File: src/rtl/hyper_evt_pkg.sv
// Shared types and helpers for the hyper EOT classifier slice.
// Latency: n/a (types and constant functions only).
// Backpressure: n/a.
package hyper_evt_pkg;

    typedef enum logic {
        DIR_WRITE = 1'b0,
        DIR_READ  = 1'b1
    } hyper_dir_e;

    // Width needed to hold an occupancy count of 0..depth inclusive.
    function automatic int cnt_width(input int depth);
        return $clog2(depth + 1);
    endfunction

endpackage

File: src/rtl/hyper_dir_fifo.sv
// Small 1-bit-wide direction FIFO with wrapping pointers and occupancy count.
// Latency: push visible at head/count one cycle later; head is read combinationally.
// Backpressure: push ignored when full unless popping in the same cycle; pop ignored when empty.
module hyper_dir_fifo
    import hyper_evt_pkg::*;
#(
    parameter int DEPTH = 4,
    parameter int CNT_W = 3
) (
    input  logic             clk,
    input  logic             rstn,
    input  logic             push,
    input  logic             push_dat,
    input  logic             pop,
    output logic             empty,
    output logic             full,
    output logic             head,
    output logic [CNT_W-1:0] count
);

    localparam int PTR_W = $clog2(DEPTH);

    logic [DEPTH-1:0] mem;
    logic [PTR_W-1:0] rd_ptr;
    logic [PTR_W-1:0] wr_ptr;
    logic             do_push;
    logic             do_pop;

    // Qualify requests: a full FIFO only accepts a push when a pop frees a slot.
    always_comb begin
        empty   = (count == '0);
        full    = (count == CNT_W'(DEPTH));
        do_pop  = pop & ~empty;
        do_push = push & (~full | do_pop);
        head    = mem[rd_ptr];
    end

    // Storage array; contents behind the pointers need no reset.
    always_ff @(posedge clk) begin
        if (do_push) begin
            mem[wr_ptr] <= push_dat;
        end
    end

    // Pointers wrap naturally because DEPTH is a power of two.
    always_ff @(posedge clk) begin
        if (!rstn) begin
            rd_ptr <= '0;
            wr_ptr <= '0;
            count  <= '0;
        end else begin
            if (do_push) wr_ptr <= wr_ptr + PTR_W'(1);
            if (do_pop)  rd_ptr <= rd_ptr + PTR_W'(1);
            case ({do_push, do_pop})
                2'b10:   count <= count + CNT_W'(1);
                2'b01:   count <= count - CNT_W'(1);
                default: count <= count;
            endcase
        end
    end

endmodule

File: src/rtl/hyper_eot_classifier.sv
// Tags each per-channel controller EOT as read-done or write-done in launch order.
// Latency: event pulses, pending counts and flags are registered, one cycle after the inputs.
// Backpressure: none; launches into a full queue are dropped and flagged sticky ovf.
module hyper_eot_classifier
    import hyper_evt_pkg::*;
#(
    parameter int  NB_CH      = 2,
    parameter int  FIFO_DEPTH = 4,
    localparam int CNT_W      = cnt_width(FIFO_DEPTH)
) (
    input  logic                   sys_clk_i,
    input  logic                   rstn_i,
    input  logic [NB_CH-1:0]       rx_evt_i,
    input  logic [NB_CH-1:0]       tx_evt_i,
    input  logic [NB_CH-1:0]       eot_i,
    input  logic                   err_clr_i,
    output logic [NB_CH-1:0]       evt_rd_eot_o,
    output logic [NB_CH-1:0]       evt_wr_eot_o,
    output logic [NB_CH*CNT_W-1:0] pending_o,
    output logic [NB_CH-1:0]       ovf_o,
    output logic [NB_CH-1:0]       udf_o,
    output logic [NB_CH-1:0]       conflict_o
);

    for (genvar c = 0; c < NB_CH; c++) begin : g_ch
        logic             push;
        logic             fifo_push;
        logic             fifo_pop;
        logic             ovf_set;
        logic             udf_set;
        logic             conflict_set;
        hyper_dir_e       push_dir;
        hyper_dir_e       dir;
        hyper_dir_e       last_dir_q;
        logic             empty;
        logic             full;
        logic             head;
        logic [CNT_W-1:0] count;
        logic             rd_q;
        logic             wr_q;
        logic             ovf_q;
        logic             udf_q;
        logic             conflict_q;

        hyper_dir_fifo #(
            .DEPTH (FIFO_DEPTH),
            .CNT_W (CNT_W)
        ) u_fifo (
            .clk      (sys_clk_i),
            .rstn     (rstn_i),
            .push     (fifo_push),
            .push_dat (push_dir),
            .pop      (fifo_pop),
            .empty    (empty),
            .full     (full),
            .head     (head),
            .count    (count)
        );

        // Decode launches, pick the EOT direction (queue head, bypass or last_dir) and error sets.
        always_comb begin
            push         = rx_evt_i[c] ^ tx_evt_i[c];
            push_dir     = rx_evt_i[c] ? DIR_READ : DIR_WRITE;
            conflict_set = rx_evt_i[c] & tx_evt_i[c];
            fifo_pop     = eot_i[c] & ~empty;
            // An EOT on an empty queue consumes a same-cycle launch directly.
            fifo_push    = push & ~(eot_i[c] & empty) & (~full | eot_i[c]);
            ovf_set      = push & full & ~eot_i[c];
            udf_set      = eot_i[c] & empty & ~push;
            dir          = last_dir_q;
            if (eot_i[c]) begin
                if (!empty) begin
                    dir = hyper_dir_e'(head);
                end else if (push) begin
                    dir = push_dir;
                end
            end
        end

        // Registered event pulses, last direction and sticky flags (a new set beats a clear).
        always_ff @(posedge sys_clk_i) begin
            if (!rstn_i) begin
                rd_q       <= 1'b0;
                wr_q       <= 1'b0;
                last_dir_q <= DIR_WRITE;
                ovf_q      <= 1'b0;
                udf_q      <= 1'b0;
                conflict_q <= 1'b0;
            end else begin
                rd_q       <= eot_i[c] & (dir == DIR_READ);
                wr_q       <= eot_i[c] & (dir == DIR_WRITE);
                if (eot_i[c]) last_dir_q <= dir;
                ovf_q      <= ovf_set      | (ovf_q      & ~err_clr_i);
                udf_q      <= udf_set      | (udf_q      & ~err_clr_i);
                conflict_q <= conflict_set | (conflict_q & ~err_clr_i);
            end
        end

        assign evt_rd_eot_o[c]             = rd_q;
        assign evt_wr_eot_o[c]             = wr_q;
        assign pending_o[c*CNT_W +: CNT_W] = count;
        assign ovf_o[c]                    = ovf_q;
        assign udf_o[c]                    = udf_q;
        assign conflict_o[c]               = conflict_q;
    end

endmodule

File: config.mk
export PLATFORM = sky130hd
export DESIGN_NAME = hyper_eot_classifier
export DESIGN_NICKNAME = d
export VERILOG_FILES = /design/src/rtl/hyper_evt_pkg.sv /design/src/rtl/hyper_dir_fifo.sv /design/src/rtl/hyper_eot_classifier.sv
export SDC_FILE = /design/constraint.sdc
export NUM_CORES = 1
export LEC_CHECK = 0
export BUFFER_PORTS_ARGS = -buffer_cell sky130_fd_sc_hd__buf_4
export CORE_ASPECT_RATIO = 0.7
export CORE_MARGIN = 2
export CORE_UTILIZATION = 60
export DETAILED_ROUTE_END_ITERATION = 12
export MAX_ROUTING_LAYER = met4
export PLACE_DENSITY = 0.83
export SYNTH_ARGS = -nofsm -noshare
export SYNTH_HDL_FRONTEND = slang
export SYNTH_SLANG_ARGS = --single-unit
export TNS_END_PERCENT = 30
File: constraint.sdc
create_clock -name sys_clk_i -period 6 [get_ports sys_clk_i]
set_input_delay 0.6 -clock sys_clk_i [delete_from_list [all_inputs] [get_ports sys_clk_i]]
set_output_delay 0.6 -clock sys_clk_i [all_outputs]
set_load 0.05 [all_outputs]
==> impl_metrics.toml, run 1 <==
[timing]
fin_worst_skew_ps = 5.07
hold_violations = 0
post-route-period-util = 0.428
fin_ws_ps = 3430
setup_viol = 0
period_needed_ps = 2570
rsz0062_at_grt = "false"
max_slew_margin = 0.608
setup_tns_ps = 0
fmax_mhz = 389
maxSlewViolCount = 0
worst_slew_pin_slew_ps = 587

[finish]
final_cell_mix = "26 x dfxtp_1, 24 x buf_4, 19 x nor2_1, 15 x inv_1"
finalNetCount = 213
fillCellCount = 197
n_antenna_cell = 0
final_common_cell = "dfxtp_1"
multi_input_area_um2 = 816
fin_cells = 227
area_delta_synth_final_pct = 12.5
layout-drive-gt1-share = 0.173
regArea_um2 = 761

[floorplan]
die_area_mm2 = 0.00335
pin_count = 25
die_y_um = 49.0
rows = 16
die_w_um = 68.3
coreArea_mm2 = 0.00278
start_util = 0.624

[synthesis]
synth_top_cell_by_area = "dfxtp_1"
synth_top_area_frac = 0.300
synth_warnings = 0
syn_avg_cell_area_um2 = 9.92
synth_area_leaders = "dfxtp_1 30%, edfxtp_1 14%, ha_1 8.7%"
synth-edff-count = 8
synthFlopType = "dfxtp_1"
syn-num-nets = 198
synth_area_mm2 = 0.00174
ys_seq_elements = 34
synthCells = 175
async_flop_share = 0
yosysSeqAreaShare = 0.438
synth_cell_types = 37

[critical_path]
timing_worst_setup_path_type = "input pin to flip-flop"
critical_path.max_stage_delay_ps = 450
critPathBufInv = 4
crit_path_start_kind = "input pin"
required_ps = 6200
end_kind = "flip-flop"
worst-endpoint-arrival_ps = 2770
cpMostUsedCell = "inv_1"
critPathTopFamily = "adder cells"
crit_path_cell_trace = "buf_4 -> ha_1 -> inv_1 -> a31oi_1 -> inv_1 -> ha_1 -> inv_1 -> fa_1 -> xor2_1 -> or3_1 -> a21oi_1"
critPathMaxFanout = 7
crit_path_top_delay_cell = "a31oi_1"

[placement]
dp.cells = 219
port_buffers = 24
gp_congestion = 0.768
dp_hpwl_mm = 2.42
pre_cts_ws_ps = 3190

[flow_run]
drv_cap = 0

[global_routing]
overflow = 0
grt_max_degree = 18
grt_pass1_vias = 1162
grt_first_pass_wirelength_mm = 5.30
antenna_found_initial = 0
grt_usage = 0.221

[routing]
routed_wl_mm = 3.29
drtIter0Drc = 190
detail-route-antenna-nets = 0
num_vias = 1242
dr.pass1.iters = 4
routedWlPerCell_um = 14.5
routed_via_density = 5.47
drc = 0

[clock_network]
clk_latency_ps = 270
cts_max_path_buffers = 2
cts_tree = "yes"
clk_pin_slew_ps = 70
clock_sinks = 34
cts.htree.levels = 2
numCtsBuffers = 5
postCtsHoldBufs = 0
cts_root_buffer = "clkbuf_8"
post_cts_buffers = 0
ctsResizeCount = 0

[pwr]
power_frac_clock = 0.194
peakVddDrop_v = 0.000179
p_leak_nw = 0.825
p_sw_uw = 357
combinationalPowerShare = 0.418
pwr-share-seq = 0.388
power.internal_uw = 519
powerDensity_mw_per_mm2 = 449
netSwitchingFraction = 0.408

[outcome]
status = "finished, final reports clean"

[min_path]
hp-class = "flip-flop to flip-flop"
[layout make-up]
type / count / share of cell area
flip-flops and latches: 34 / 0.390
multi-input cells: 109 / 0.418
clock buffers: 8 / 0.0462
well taps: 36 / 0.0231
repair buffers: 24 / 0.0923
inverters: 16 / 0.0308
[power by group through the flow]
stage	clock network (mW)	registers, mW	logic, mW
4_1_cts	0.172	0.339	0.367
5_1_grt	0.184	0.346	0.402
3_3_place_gp	0	0.341	0.342
2_1_floorplan	0	0.369	0.255
6_report	0.170	0.340	0.366
3_5_place_dp	0	0.344	0.365
[tightest hold or removal path: stages, from the launching register on]
cell	delay (ps)
dfxtp_1	310
nand2_1	60
a21oi_1	60
[Yosys cell counts, types with 2 or more instances]
cell type and count:
a21oi_1 8, a22oi_1 2, a32oi_1 2, and2_1 9, and3b_1 2, buf_4 10, clkbuf_1 5, dfxtp_1 26
edfxtp_1 8, fa_1 2, ha_1 12, inv_1 15, mux2i_1 6, mux4_2 2, nand2_1 12, nor2_1 19
o21ai_0 3, o311ai_0 2, o31ai_1 2, or3_1 3, xor2_1 9
[layer usage]
layer,wire length (um),part of all wire,global-route usage,vias to the layer above
met5,0,0,-,-
met4,27,0.0082,0.0567,0
met3,182,0.055,0.0624,4
met2,1600,0.49,0.350,40
met1,1480,0.45,0.278,582
li1,-,-,-,616
[through the flow]
step           total power, mW  utilization  instance area (um2)  hold WS (ps)
2_1_floorplan            0.624            -                 1740           440
3_3_place_gp             0.683        0.669                 1860           450
3_5_place_dp             0.708        0.669                 1860           483
4_1_cts                  0.878        0.701                 1950           494
5_1_grt                  0.932        0.701                 1950           505
6_report                 0.876        0.701                 1950           486
[worst paths after layout]
kind	endpoint	cells past startpoint	startpoint	slack, ps
worst max-delay path	g_ch[0].u_fifo.count[2]$_SDFFE_PN0P_	11	rx_evt_i[0]	3430
worst min-delay path	g_ch[1].ovf_q$_SDFF_PN0_	2	g_ch[1].ovf_q$_SDFF_PN0_	490
worst max register to register	g_ch[0].u_fifo.count[2]$_SDFFE_PN0P_	9	g_ch[0].u_fifo.count[2]$_SDFFE_PN0P_	3660
worst min register to register	g_ch[1].ovf_q$_SDFF_PN0_	2	g_ch[1].ovf_q$_SDFF_PN0_	490
[kinds of logic after synthesis]
group | share of synthesized area
compound gates | 0.102
xor+xnor | 0.0505
fa+ha+maj | 0.110
buf+inv | 0.0916
flops | 0.438
mux | 0.0606
simple gates | 0.147
[sequential cells by signal, summed over array words and instances (netlist names)]
name and flops:
g_ch.wr_q 2, g_ch.rd_q 2, g_ch.conflict_q 2, g_ch.udf_q 2
g_ch.u_fifo.mem 8, g_ch.u_fifo.rd_ptr 4, g_ch.u_fifo.count 6, g_ch.last_dir_q 2
g_ch.u_fifo.wr_ptr 4, g_ch.ovf_q 2
No activity file was read; power rests on OpenSTA's default activity.
==> run 2, diff against run 1 <==
- CORE_UTILIZATION: 60 -> 50
- PLACE_DENSITY: 0.83 -> 0.74
- clock period: 6 -> 2.15 ns (I/O delays scaled with it)
==> impl_metrics.toml, run 2 (synthesized netlist as in run 1, its figures left out) <==
[outcome]
status = "finished, final reports clean"

[clock_network]
cts_root_buffer = "clkbuf_8"
clk_latency_ps = 280
clk_pin_slew_ps = 60
postCtsHoldBufs = 0
cts_tree = "yes"
numCtsBuffers = 5
clock_sinks = 34
cts_max_path_buffers = 2
cts.htree.levels = 2

[floorplan]
die_y_um = 53.3
pin_count = 25
die_area_mm2 = 0.00397
rows = 17
coreArea_mm2 = 0.00323
start_util = 0.537
die_w_um = 74.4

[finish]
finalCoreUtilization = 0.659
fillCellCount = 273
n_antenna_cell = 0
reg_top3 = "g_ch.u_fifo.mem: 8 flops, g_ch.u_fifo.count: 6 flops"
largest_register_ff_count = 8
layout-drive-gt1-share = 0.304
final_cell_mix = "37 x buf_4, 21 x dfxtp_1, 18 x nor2_1, 15 x inv_1, 12 x nand2_1"
area_delta_synth_final_pct = 22.7
fin_area_mm2 = 0.00213
finalNetCount = 226
regMostFlops = "g_ch.u_fifo.mem"
fin_cells = 251
final_common_cell = "buf_4"

[placement]
place_area_mm2 = 0.00195
port_buffers = 24
dp.cells = 238
gp_congestion = 0.779
dp_hpwl_mm = 2.52

[timing]
fmax_mhz = 480
period_needed_ps = 2080
post-route-period-util = 0.968
setup_viol = 0
maxSlewViolCount = 0
hold_violations = 0
hold_slack_ps = 167
max_slew_margin = 0.647
worst_slew_pin_slew_ps = 527
fin_worst_skew_ps = 8.69

[routing]
drc = 0
routed_via_density = 5.16
num_vias = 1296
detail-route-antenna-nets = 0
routed_wl_mm = 3.40
dr.pass1.iters = 4
drtIter0Drc = 120
routedWlPerCell_um = 13.6

[global_routing]
grt_usage = 0.194
antenna_found_initial = 0
grt_max_degree = 18
grt_pass1_vias = 1232
overflow = 0
grt_first_pass_wirelength_mm = 5.49

[pwr]
powerDensity_mw_per_mm2 = 1230
p_leak_nw = 0.900
peakVddDrop_v = 0.000523
total_power_mw = 2.61

[min_path]
hp-class = "input pin to flip-flop"

[critical_path]
required_ps = 2340
critPathMaxFanout = 4
crit_path_start_kind = "flip-flop"
timing_worst_setup_path_type = "flip-flop to flip-flop"
end_kind = "flip-flop"
worst-endpoint-arrival_ps = 2270

[flow_run]
drv_cap = 0
-- run 2: cell count changes in the layout (fill, tap and decap cells not counted), sizes merged --
| cell | change |
|---|---|
| clkbuf | -1 |
| clkinv | +1 |
| buf | +13 |
-- run 2: timing repair --
| action | 4_1_cts | 5_1_grt |
|---|---|---|
| resized for setup | 0 | 10 |
| setup buffers | 0 | 5 |
| endpoints found under the setup margin | 0 | 2 |
-- run 2: per-stage QoR --
step	worst slack [ps]	TNS, ps
final	68.4	0
after global routing	-17.4	-25.4
after CTS	40.2	0
after detailed placement	-93.6	-159
after global placement	40.3	0
after floorplan	-46.2	-46.2
-- run 2: power by group --
| group | internal, mW | total, mW | switching, mW |
|---|---|---|---|
| Clock | 0.258 | 0.475 | 0.217 |
| Sequential | 0.806 | 0.952 | 0.146 |
| Combinational | 0.503 | 1.18 | 0.682 |
-- run 2: worst paths after layout --
| check | from | cells past startpoint | slack (ps) | to |
|---|---|---|---|---|
| setup / recovery | g_ch[0].u_fifo.count[2]$_SDFFE_PN0P_ | 9 | 70 | g_ch[0].u_fifo.count[2]$_SDFFE_PN0P_ |
| hold / removal | rx_evt_i[0] | 1 | 170 | g_ch[0].u_fifo.mem[3]$_DFFE_PP_ |
| setup reg to reg | g_ch[0].u_fifo.count[2]$_SDFFE_PN0P_ | 9 | 70 | g_ch[0].u_fifo.count[2]$_SDFFE_PN0P_ |
| hold reg to reg | g_ch[1].ovf_q$_SDFF_PN0_ | 2 | 470 | g_ch[1].ovf_q$_SDFF_PN0_ |
-- run 2: cell type report --
type	instances	area, um2	share of cell area
timing repair buffer	37	278	0.130
inverter	16	60.1	0.0282
clock inverter	1	5.00	0.00235
multi-input combinational	109	870	0.408
clock buffer	7	86.3	0.0405
sequential	34	772	0.363
tap	47	58.8	0.0276
-- run 2: layer usage --
layer | vias up | wire length (um) | GRT usage
li1 | 640 | - | -
met1 | 604 | 1620 | 0.248
met2 | 40 | 1500 | 0.286
met3 | 12 | 196 | 0.0590
met4 | 0 | 82 | 0.0804
met5 | - | 0 | -
-- run 2: worst max-delay path, stage by stage (launching register included) --
cell,delay (ps)
dfxtp_4,360
xor2_1,160
a31oi_1,130
inv_1,110
ha_4,150
inv_1,50
fa_2,340
xor2_2,170
or3_4,380
a21oi_2,150
==> run 3, diff against run 2 <==
- ABC_AREA: default -> 1
- CORE_UTILIZATION: 50 -> 59
- CTS_BUF_LIST: default -> sky130_fd_sc_hd__clkbuf_4 sky130_fd_sc_hd__clkbuf_8
- PLACE_DENSITY: 0.74 -> 0.82
- clock period: 2.15 -> 2.2 ns (I/O delays scaled with it)
==> impl_metrics.toml, run 3 <==
[finish]
layout-drive-gt1-share = 0.183
finalCoreUtilization = 0.720
largest_register_ff_count = 8
regArea_um2 = 762
fillCellCount = 231
n_antenna_cell = 0
final_cell_mix = "44 x nand2_1, 41 x inv_1, 27 x nor2_1, 25 x dfxtp_1, 24 x buf_4"
area_delta_synth_final_pct = 14.3
finalNetCount = 268
final_common_cell = "nand2_1"
multi_input_area_um2 = 787
reg_top3 = "g_ch.u_fifo.mem: 8 flops, g_ch.u_fifo.count: 6 flops"
regMostFlops = "g_ch.u_fifo.mem"

[synthesis]
synth_top_family_by_area = "simple AND/OR/NAND/NOR gates"
synth_mux_area_frac = 0
synth-xor-area-share = 0
synth_common_cells = "44 x nand2_1, 41 x inv_1, 27 x nor2_1, 26 x dfxtp_1, 17 x a21oi_1"
synthSimpleGateAreaFrac = 0.253
synthFlopType = "dfxtp_1"
synth_area_mm2 = 0.00179
yosysSeqAreaShare = 0.425
synth_area_leaders = "dfxtp_1 29%, edfxtp_1 13%, nand2_1 9.2%"
syn-num-nets = 249
synthCells = 226
synth-edff-count = 8
ys_seq_elements = 34
synth_compound_area_frac = 0.0804
synth_warnings = 0
syn_avg_cell_area_um2 = 7.92
async_flop_share = 0
synth_fa_ha_area_frac = 0.106
synth_top_cell_by_area = "dfxtp_1"
synth_cell_types = 22
synth_most_common_cell = "nand2_1"
synth_top_area_frac = 0.291

[critical_path]
critPathMaxFanout = 9
timing_worst_setup_path_type = "flip-flop to flip-flop"
startpoint = "g_ch[0].u_fifo.count[0]$_SDFFE_PN0P_"
reg2reg_from = "g_ch[0].u_fifo.count[0]$_SDFFE_PN0P_"
end_kind = "flip-flop"
worst-endpoint-arrival_ps = 2180
crit_path_start_kind = "flip-flop"
required_ps = 2370

[placement]
pre_cts_ws_ps = 179
port_buffers = 24
dp_hpwl_mm = 2.45
gp_congestion = 0.788

[global_routing]
busiest_layer = "met2"
grt_first_pass_wirelength_mm = 5.70
grtUsageMet1 = 0.277
grt_max_degree = 21
antenna_found_initial = 0
grt_use_met3 = 0.0716
grt_pass1_vias = 1279
grtUsageMet2 = 0.330
grt_usage = 0.217
overflow = 0

[timing]
hold_slack_ps = 148
setup_tns_ps = 0
hold_violations = 0
fin_ws_ps = 194
setup_viol = 0
rsz0062_at_grt = "false"
post-route-period-util = 0.912
maxSlewViolCount = 0
worst_slew_pin_slew_ps = 298
fmax_mhz = 499
fin_worst_skew_ps = 6.77
max_slew_margin = 0.801
period_needed_ps = 2010

[clock_network]
cts_tree = "yes"
post_cts_buffers = 0
clk_pin_slew_ps = 70
numCtsBuffers = 5
cts.htree.levels = 2
postCtsHoldBufs = 0
clock_sinks = 34
clk_latency_ps = 290
ctsResizeCount = 0
cts_max_path_buffers = 2
cts_root_buffer = "clkbuf_8"

[floorplan]
die_area_mm2 = 0.00350
start_util = 0.630
pin_count = 25
die_w_um = 69.8
coreArea_mm2 = 0.00284
rows = 16
die_y_um = 50.1

[min_path]
hp-class = "input pin to flip-flop"
min_from = "rx_evt_i[0]"

[routing]
detail-route-antenna-nets = 0
dr.pass1.iters = 4
num_vias = 1388
routed_wl_mm = 3.41
routedWlPerCell_um = 12.1
drtIter0Drc = 67
drc = 0
routed_via_density = 4.92

[pwr]
p_sw_mw = 1.11
powerDensity_mw_per_mm2 = 1270
p_leak_nw = 1.00
netSwitchingFraction = 0.425
combinationalPowerShare = 0.433
total_power_mw = 2.60
pwr-share-seq = 0.343
peakVddDrop_v = 0.000737
power.internal_mw = 1.50
power_frac_clock = 0.225

[outcome]
status = "finished, final reports clean"

[flow_run]
drv_cap = 0
## run 3: cell count changes in the layout (fill, tap and decap cells not counted), sizes merged, moves of 6 or more
cell   before  now
nand2      12   47
inv        15   42
nand3       0   16
buf        37   24
nor2       19   30
a21oi       8   18
and2        9    0
xor2        9    0
o21ai       3   10
mux2i       6    0
## run 3: path summary, 6_finish.rpt
check                                         end  slack, ps  cells past startpoint
max          g_ch[0].u_fifo.count[2]$_SDFFE_PN0P_        190                     10
min               g_ch[0].u_fifo.mem[3]$_DFFE_PP_        150                      1
max reg2reg  g_ch[0].u_fifo.count[2]$_SDFFE_PN0P_        190                     10
min reg2reg              g_ch[0].udf_q$_SDFF_PN0_        470                      2
## run 3: power by group through the flow
stage	Clock (mW)	Combinational [mW]	Sequential, mW
2_1_floorplan	0	0.738	1.03
3_3_place_gp	0	1.07	0.902
3_5_place_dp	0	1.11	0.904
4_1_cts	0.596	1.12	0.891
5_1_grt	0.617	1.25	0.912
6_report	0.585	1.13	0.892
## run 3: layer usage
metal / vias to the layer above / share of wire
met5: - / 0
met4: 0 / 0.013
met3: 5 / 0.059
met2: 38 / 0.43
met1: 612 / 0.50
li1: 733 / -
## run 3: cell families after synthesis
family | count (synthesis)
flip-flops | 34
AO/OA/AOI/OAI | 28
AND/OR/NAND/NOR | 96
buffers and inverters | 54
adder cells (fa/ha/maj) | 14
## run 3: cell type report
type / count / area share
multi-input combinational: 138 / 0.385
sequential: 34 / 0.372
timing repair buffer: 24 / 0.0881
inverter: 42 / 0.0771
clock buffer: 7 / 0.0410
tap: 36 / 0.0220
clock inverter: 1 / 0.0147
## run 3: critical path, cell delays in order, from the launching register on
cell	delay [ps]
dfxtp_1	360
nor2_4	240
nand3_2	130
nand3_4	130
ha_1	180
inv_1	70
fa_1	390
nand2_1	80
nand3_1	90
o21ai_0	170
a21oi_1	60
## run 3: metrics by stage
| stage | area, um2 | std cells |
|---|---|---|
| after detailed placement | 1930 | 274 |
| after global placement | 1930 | 274 |
| after floorplan | 1790 | 226 |
| after global routing | 2050 | 282 |
| after CTS | 2050 | 282 |
| final | 2050 | 282 |
